## config.mk

```make
export PLATFORM = sky130hd
export DESIGN_NAME = scs8hd_rr_arb_ctl
export DESIGN_NICKNAME = d
export VERILOG_FILES = /design/src/rtl/scs8hd_arb_pkg.sv /design/src/rtl/scs8hd_rr_pick.sv /design/src/rtl/scs8hd_rr_arb_ctl.sv
export SDC_FILE = /design/constraint.sdc
export NUM_CORES = 1
export LEC_CHECK = 0
export CORE_MARGIN = 2
export CORE_UTILIZATION = 23
export CTS_BUF_LIST = sky130_fd_sc_hd__clkbuf_8 sky130_fd_sc_hd__clkbuf_16
export DETAILED_ROUTE_END_ITERATION = 6
export SETUP_SLACK_MARGIN = 0.5
export SLEW_MARGIN = 20
export SYNTH_ARGS = -nofsm -noshare
export SYNTH_HDL_FRONTEND = slang
export SYNTH_HIERARCHICAL = 1
export SYNTH_SLANG_ARGS = --single-unit
```

## constraint.sdc

```tcl
create_clock -name CLK -period 5.7 [get_ports CLK]
set_input_delay 1.71 -clock CLK [delete_from_list [all_inputs] [get_ports CLK]]
set_output_delay 1.71 -clock CLK [all_outputs]
set_load 0.1 [all_outputs]
```

## src/rtl/scs8hd_arb_pkg.sv

```systemverilog
// Shared types and helpers for the scs8hd round-robin arbitration blocks.
package scs8hd_arb_pkg;

  // Largest requester count any arbiter in this family supports.
  localparam int MAX_N_REQ = 8;

  // Width of a requester index / rotation pointer.
  localparam int PTR_W = 3;

  // Controller states; the unused 2'b11 encoding falls back to IDLE.
  typedef enum logic [1:0] {
    IDLE = 2'b00,
    OWN  = 2'b01,
    TURN = 2'b10
  } arbState_t;

  // Converts a one-hot (or all-zero) vector into a binary index.
  function automatic logic [PTR_W-1:0] onehotToIndex(input logic [MAX_N_REQ-1:0] oneHot);
    logic [PTR_W-1:0] idx;
    idx = '0;
    for (int i = 0; i < MAX_N_REQ; i++) begin
      if (oneHot[i]) begin
        idx = idx | PTR_W'(i);
      end
    end
    return idx;
  endfunction

endpackage

```

## src/rtl/scs8hd_rr_pick.sv

```systemverilog
// Combinational rotate-priority picker: selects the first set request bit
// found by searching circularly upward from the pointer position.
module scs8hd_rr_pick
  import scs8hd_arb_pkg::*;
#(
  parameter int N_REQ = 4
) (
  input  logic [N_REQ-1:0] i_req,
  input  logic [PTR_W-1:0] i_ptr,
  output logic [N_REQ-1:0] o_pick,
  output logic             o_valid
);

  // Walk the search order ptr, ptr+1, ... (mod N_REQ) and keep the first hit.
  always_comb begin
    int pos;
    o_pick  = '0;
    o_valid = 1'b0;
    pos     = 0;
    for (int i = 0; i < N_REQ; i++) begin
      pos = int'(i_ptr) + i;
      if (pos >= N_REQ) begin
        pos = pos - N_REQ;
      end
      for (int j = 0; j < N_REQ; j++) begin
        if (!o_valid && (j == pos) && i_req[j]) begin
          o_pick[j] = 1'b1;
          o_valid   = 1'b1;
        end
      end
    end
  end

endmodule

```

## src/rtl/scs8hd_rr_arb_ctl.sv

```systemverilog
// Round-robin arbiter that shares one scs8hd combinational resource between
// N_REQ requesters. Grants are registered and one-hot, held while the owner
// keeps requesting, optionally revoked after MAX_HOLD cycles, and separated
// by a one-cycle all-zero gap between owners.
module scs8hd_rr_arb_ctl
  import scs8hd_arb_pkg::*;
#(
  parameter int N_REQ    = 4,
  parameter int MAX_HOLD = 16,
  parameter int CNT_W    = 5
) (
`ifdef SC_USE_PG_PIN
  input  logic             vpwr,
  input  logic             vgnd,
  input  logic             vpb,
  input  logic             vnb,
`endif
  input  logic             CLK,
  input  logic             RESET,
  input  logic [N_REQ-1:0] REQ,
  output logic [N_REQ-1:0] GNT,
  output logic [2:0]       GNT_ID,
  output logic             BUSY,
  output logic             TIMEOUT
);

  localparam logic [CNT_W-1:0] HOLD_LIMIT = CNT_W'(MAX_HOLD);
  localparam bit               HOLD_EN    = (MAX_HOLD != 0);
  localparam logic [PTR_W-1:0] LAST_IDX   = PTR_W'(N_REQ - 1);

  arbState_t        r_state;
  logic [N_REQ-1:0] r_gnt;
  logic [PTR_W-1:0] r_gntId;
  logic             r_busy;
  logic             r_timeout;
  logic [PTR_W-1:0] r_ptr;
  logic [CNT_W-1:0] r_hcnt;

  logic [N_REQ-1:0]     w_pick;
  logic                 w_valid;
  logic [MAX_N_REQ-1:0] w_pickWide;
  logic [PTR_W-1:0]     w_pickId;
  logic                 w_ownerReq;
  logic                 w_holdExpired;
  logic [PTR_W-1:0]     w_nextPtr;

  scs8hd_rr_pick #(
    .N_REQ (N_REQ)
  ) u_pick (
    .i_req   (REQ),
    .i_ptr   (r_ptr),
    .o_pick  (w_pick),
    .o_valid (w_valid)
  );

  // Widen the pick to the package's maximum size so the shared index helper applies.
  always_comb begin
    w_pickWide              = '0;
    w_pickWide[N_REQ-1:0]   = w_pick;
    w_pickId                = onehotToIndex(w_pickWide);
  end

  // Owner status, hold expiry and the pointer just past the current owner.
  always_comb begin
    w_ownerReq    = |(REQ & r_gnt);
    w_holdExpired = HOLD_EN && (r_hcnt == HOLD_LIMIT);
    w_nextPtr     = (r_gntId == LAST_IDX) ? '0 : (r_gntId + PTR_W'(1));
  end

  // Arbitration FSM with all outputs registered; a release or revoke always
  // passes through TURN so owners are separated by an all-zero grant cycle.
  always_ff @(posedge CLK) begin
    if (RESET) begin
      r_state   <= IDLE;
      r_gnt     <= '0;
      r_gntId   <= '0;
      r_busy    <= 1'b0;
      r_timeout <= 1'b0;
      r_ptr     <= '0;
      r_hcnt    <= '0;
    end else begin
      r_timeout <= 1'b0;
      case (r_state)
        IDLE, TURN: begin
          if (w_valid) begin
            r_state <= OWN;
            r_gnt   <= w_pick;
            r_gntId <= w_pickId;
            r_busy  <= 1'b1;
            r_hcnt  <= CNT_W'(1);
          end else begin
            r_state <= IDLE;
            r_gnt   <= '0;
            r_gntId <= '0;
            r_busy  <= 1'b0;
          end
        end
        OWN: begin
          if (!w_ownerReq || w_holdExpired) begin
            r_state   <= TURN;
            r_gnt     <= '0;
            r_gntId   <= '0;
            r_busy    <= 1'b0;
            r_ptr     <= w_nextPtr;
            r_timeout <= w_ownerReq;
          end else if (r_hcnt != '1) begin
            r_hcnt <= r_hcnt + CNT_W'(1);
          end
        end
        default: begin
          r_state <= IDLE;
          r_gnt   <= '0;
          r_gntId <= '0;
          r_busy  <= 1'b0;
        end
      endcase
    end
  end

  assign GNT     = r_gnt;
  assign GNT_ID  = r_gntId;
  assign BUSY    = r_busy;
  assign TIMEOUT = r_timeout;

endmodule

```

Word-level counts from Yosys, hierarchy flattened. Cells that the tools add are included.

Bits in registers: 19. Logic and storage cells: 158. Latch bits: 0. Input bits: 6. Memories kept: 0. ROM bits: 0. Memory bits (writable): 0. Output and inout port bits: 9.

Multiplexer cells: 55. Add/subtract/negate cells: 9. Reductions and logical operators: 59. Shift operators: 0. Equal/unequal tests: 21. $lt $le $gt $ge: 4. $mul: 0. Divide/modulo/power cells: 0. Bitwise logic cells: 3.

Operators with widths (count): 3-bit by 32-bit equality test with 1-bit output, first input constant (8); 2-bit by 32-bit equality test with 1-bit output, first input constant (4); 32-bit logical NOT (4); 32-bit 2-to-1 mux (4); 32-bit by 4-bit greater-or-equal comparator with 1-bit output, second input constant (3); 32-bit by 4-bit subtractor with 32-bit output, second input constant (3); 1-bit 2-to-1 mux (35); 1-bit logical AND (31); 1-bit logical NOT (16); 5-bit 2-to-1 mux (3); 5-bit one-hot mux with 2 select lines (1); 3-bit by 2-bit adder with 4-bit output, second input constant (2); 2-bit 2-to-1 mux (4); 4-bit 2-to-1 mux (2); 4-bit one-hot mux with 2 select lines (1); 3-bit 2-to-1 mux (2); 2-bit inequality test, second input constant (3); 3-bit one-hot mux with 2 select lines (1); 5-bit by 1-bit adder with 5-bit output, second input constant (1); 5-bit equality test, second input constant (1); 5-bit inequality test, second input constant (1); 3-bit by 1-bit adder with 4-bit output, second input constant (1); 4-bit AND (1); 2-bit one-hot mux with 2 select lines (1); other kinds (17) (18).

Longest topological paths before layout.
Word-level depth: 68. Gate-level depth with buffers: 9. Gate-level depth less buffers: 8.

Hierarchy. Netlist, hierarchy kept.

By module, submodules not included: scs8hd_rr_arb_ctl (cells an instance 79, instances 1, sequential area each 340.3 um^2, area an instance 809.5 um^2); scs8hd_rr_pick (cells an instance 37, instances 1, sequential area each 0.0 um^2, area an instance 254.0 um^2).

Worst setup path after synthesis. No wires, ideal clock.

Kind: input -> register. Start: input REQ[2]. End: register r_hcnt[1]. Buffers on the path: 1. Cell stages on the path: 9. Library setup time: 71 ps. Path slack: 2515 ps. Data required time: 5629 ps. Arrival: 3115 ps. Cell sequence: buf_6 -> a211o_1 -> a2bb2oi_2 -> a21oi_1 -> nand3b_1 -> nand2b_1 -> inv_1 -> or3_1 -> a21oi_1.

Word-level cells in the longest chain between the ends: 56. Elaborated cells between the ends (all ways): 61. Classes of those cells: eq/ne: 2; mux: 14; bitwise: 1; reduce/logical: 44.

Ends and longest elaborated chain: start, declared (RTL line scs8hd_rr_arb_ctl.sv:20) `input logic [N_REQ-1:0] REQ,`; 1-bit logical AND (RTL line scs8hd_rr_pick.sv:26) `if (!o_valid && (j == pos) && i_req[j]) begin`; 1-bit 2-to-1 mux (RTL line scs8hd_rr_pick.sv:26); 1-bit logical NOT (RTL line scs8hd_rr_pick.sv:26); 1-bit logical AND (2 in a row) (RTL line scs8hd_rr_pick.sv:26); 1-bit 2-to-1 mux (RTL line scs8hd_rr_pick.sv:26); 1-bit logical NOT (RTL line scs8hd_rr_pick.sv:26); 1-bit logical AND (2 in a row) (RTL line scs8hd_rr_pick.sv:26); 1-bit 2-to-1 mux (RTL line scs8hd_rr_pick.sv:26); [... 37 more ...]; 1-bit logical AND (2 in a row) (RTL line scs8hd_rr_pick.sv:26); 1-bit 2-to-1 mux (*) (RTL line scs8hd_rr_pick.sv:26); 1-bit logical NOT (RTL line scs8hd_rr_pick.sv:26); 1-bit logical AND (2 in a row) (RTL line scs8hd_rr_pick.sv:26); 1-bit 2-to-1 mux (*) (RTL line scs8hd_rr_pick.sv:26); net w_valid (RTL line scs8hd_rr_arb_ctl.sv:40) `logic w_valid;`; 2-bit by 1-bit inequality test with 1-bit output (no line) (*); 4-bit AND reduction (no line) (*); end signal, assigned (RTL line scs8hd_rr_arb_ctl.sv:107) `r_hcnt <= r_hcnt + CNT_W'(1);`; end, declared (RTL line scs8hd_rr_arb_ctl.sv:37) `logic [CNT_W-1:0] r_hcnt;`.

Mark *: on every way through the listed nets, which the timed path passes. The rest lies on a longest branch. A chain may end at the register's enable or synchronous reset.

Final worst setup path. Same ends and word-level chain as after synthesis.

==> impl_metrics.csv <==
group,metric,value,unit
status,status,"finished, final reports clean",
timing,setup_viol,0,
floorplan,ios,15,
clocking,ctsLongestPathBuffers,2,
global_route,grt-ovfl-total,0,
yosys,ys.flop_type,"dfxtp_1",
clocking,cts_tree,"yes",
worst_setup_path,cp_top_family,"compound AO/OA/AOI/OAI gates",
routing,totalWireLength,2280,µm
final_layout,final_cell_mix,"dfxtp_1 (17), clkdlybuf4s50_1 (13), a21oi_1 (9)",
worst_setup_path,worstPathRequired,5.88,ns
floorplan,dieArea,5180,µm²
clocking,postCtsResizedCells,0,
final_layout,final_common_cell,"dfxtp_1",
timing,timing.final.crit_share,64.2,%
yosys,syn_inst,116,
worst_setup_path,crit_chain,"clkdlybuf4s50_1 -> a211o_1 -> a2bb2oi_2 -> a21oi_1 -> nand3b_1 -> nand2b_1 -> inv_1 -> or3_1 -> a21oi_1",
global_route,track_usage,9.65,%
timing,skew,0.00311,ns
floorplan,die_w,72,µm
floorplan,start_util,24.1,%
timing,hold_viol,0,
yosys,async_reset_ff_share,0,%
routing,wl_per_cell,12.3,µm
floorplan,rows,24,
timing,fin_setup_tns,0,ns
pwr,max-vdd-ir-drop,0.128,mV
clocking,cts_buffers,3,
timing,setup_ws,2.04,ns
timing,max_slew.worst_pin.slew,0.983,ns
worst_setup_path,startpoint_type,"input pin",
global_route,busiest_layer,"met2",
routing,drt_first_pass_iters,4,
final_layout,n_fill_cell,467,
routing,via_count,892,
timing,drv_slew,0,
yosys,seq_area_frac_synth,32.0,%
routing,drt_iter0_drc,27,
global_route,met3_usage,2.92,%
global_route,grtUsageMet2,15.9,%
final_layout,synthToLayoutAreaGrowth,21.2,%
pwr,leakage,0.494,nW
worst_setup_path,crit_type,"input pin to register",
routing,vias_per_cell,4.82,
final_layout,nets,144,
clocking,root_buffer,"clkbuf_8",
worst_setup_path,path_buf_inv,2,
final_layout,drive_above_1_share,12.0,%
placed_design,port-buffer-count,13,
floorplan,die_y,72,µm
yosys,yosys_warnings,6,
pwr,p_per_area,260,nW/µm²
global_route,grt_max_degree,15,
routing,final_antenna_net_count,0,
worst_hold_path,hp-class,"register to register",
worst_setup_path,worst-path-max-fanout,9,
worst_setup_path,cp-end-kind,"register",
timing,finalCriticalPeriod,3.66,ns
worst_setup_path,crit_slowest_cell,"clkdlybuf4s50_1",
timing,fmax,0.273,GHz
worst_setup_path,cpMostUsedCell,"a21oi_1",
timing,rsz0062_at_grt,"false",
yosys,syn_avg_cell_area,9.17,µm²
clocking,htree_levels,1,
worst_setup_path,slowest_delay,0.59,ns
clocking,hold_buffers,0,
worst_setup_path,crit_arrival,3.84,ns
global_route,grt_pass1_vias,845,
placed_design,dp_cells,181,
clocking,clkLatencyLatePin,0.25,ns
global_route,grt_pass1_wl,3990,µm
clocking,cts_setup_buffers,0,
placed_design,dpl.hpwl,1660,µm
clocking,clock_sinks,17,
global_route,use_met1,12.5,%
timing,max_slew_margin,34.3,%
clocking,path_clk_slew,0.07,ns
placed_design,gp_congestion,0.803,
global_route,grt_antenna_before_repair,0,
floorplan,core,4410,µm²
final_layout,antenna_cells,0,
yosys,syn-cell-area,1060,µm²
yosys,ys_types,43,
placed_design,place_worst_setup_slack,1.77,ns
run,cap_violations,0,
yosys,ys_ff_latch,17,
routing,drc,0,
timing,holdWs,0.462,ns
yosys,synth-edff-count,0,
final_layout,final_cells,185,
==> cell usage after synthesis (2+ instances only) <==
cell type / count / area share (%)
dfxtp_1: 17 / 32
a21oi_1: 9 / 4.2
nand2_1: 8 / 2.8
nand3b_1: 7 / 4.9
nor2_1: 7 / 2.5
inv_1: 6 / 2.1
o21ai_0: 5 / 2.4
a22o_1: 4 / 3.3
ha_1: 4 / 4.7
nand3_1: 4 / 1.9
nor2b_1: 3 / 1.8
a2111oi_4: 2 / 5.2
a211oi_1: 2 / 1.4
a22oi_4: 2 / 4.0
a31oi_1: 2 / 1.2
and3_2: 2 / 1.4
buf_4: 2 / 1.4
mux2i_1: 2 / 1.9
nand2b_1: 2 / 1.2
nor3_1: 2 / 0.94
o21a_1: 2 / 1.4
==> cell families after synthesis <==
| kind of cell | synth area share [%] |
|---|---|
| muxes | 1.88 |
| buffers and inverters | 5.41 |
| other | 0.353 |
| AOI/OAI and AO/OA | 32.9 |
| adders and majority gates | 4.71 |
| and+or+nand+nor | 22.7 |
| DFF | 32.0 |
==> path summary, 6_finish.rpt <==
check / startpoint / endpoint / slack, ns / cells after the start
worst min-delay path: BUSY$_SDFFE_PP0P_ / BUSY$_SDFFE_PP0P_ / 0.46 / 1
worst min register to register: BUSY$_SDFFE_PP0P_ / BUSY$_SDFFE_PP0P_ / 0.46 / 1
worst max-delay path: REQ[2] / r_hcnt[1]$_SDFFE_PP0P_ / 2.04 / 9
worst max register to register: r_ptr[1]$_SDFFE_PP0P_ / r_hcnt[1]$_SDFFE_PP0P_ / 3.60 / 8
==> final cells by class <==
type	count	area [µm²]	share of cell area, %
timing repair buffer	13	130	10.1
tap	52	65.1	5.05
clock buffer	3	41.3	3.20
sequential	17	340	26.4
multi-input combinational	93	684	53.1
inverter	6	22.5	1.75
clock inverter	1	5.00	0.388
==> through the flow <==
stage,area [µm²],utilization (%),power [mW]
floorplan,1080,-,0.224
CTS,1290,29.2,0.340
finish,1290,29.2,0.335
detailed placement,1240,28.1,0.248
global placement,1240,28.1,0.249
global route,1290,29.2,0.353
==> registers in the layout, summed over array words and instances, names as in the netlist <==
| name | cells |
|---|---|
| BUSY | 1 |
| GNT | 4 |
| GNT_ID | 2 |
| TIMEOUT | 1 |
| r_hcnt | 5 |
| r_ptr | 2 |
| r_state | 2 |
==> per-layer routing <==
metal | vias to the layer above | routed length, µm
met4 | 0 | 12
met1 | 415 | 1070
li1 | 464 | -
met3 | 2 | 80
met5 | - | 0
met2 | 11 | 1120
==> report_power, final <==
part	switching [mW]	internal, mW	total [mW]
clock network	0.0417	0.0485	0.0902
logic	0.0716	0.0344	0.106
registers	0.0116	0.127	0.139
Note: power is estimated with default switching activity, not from simulation.
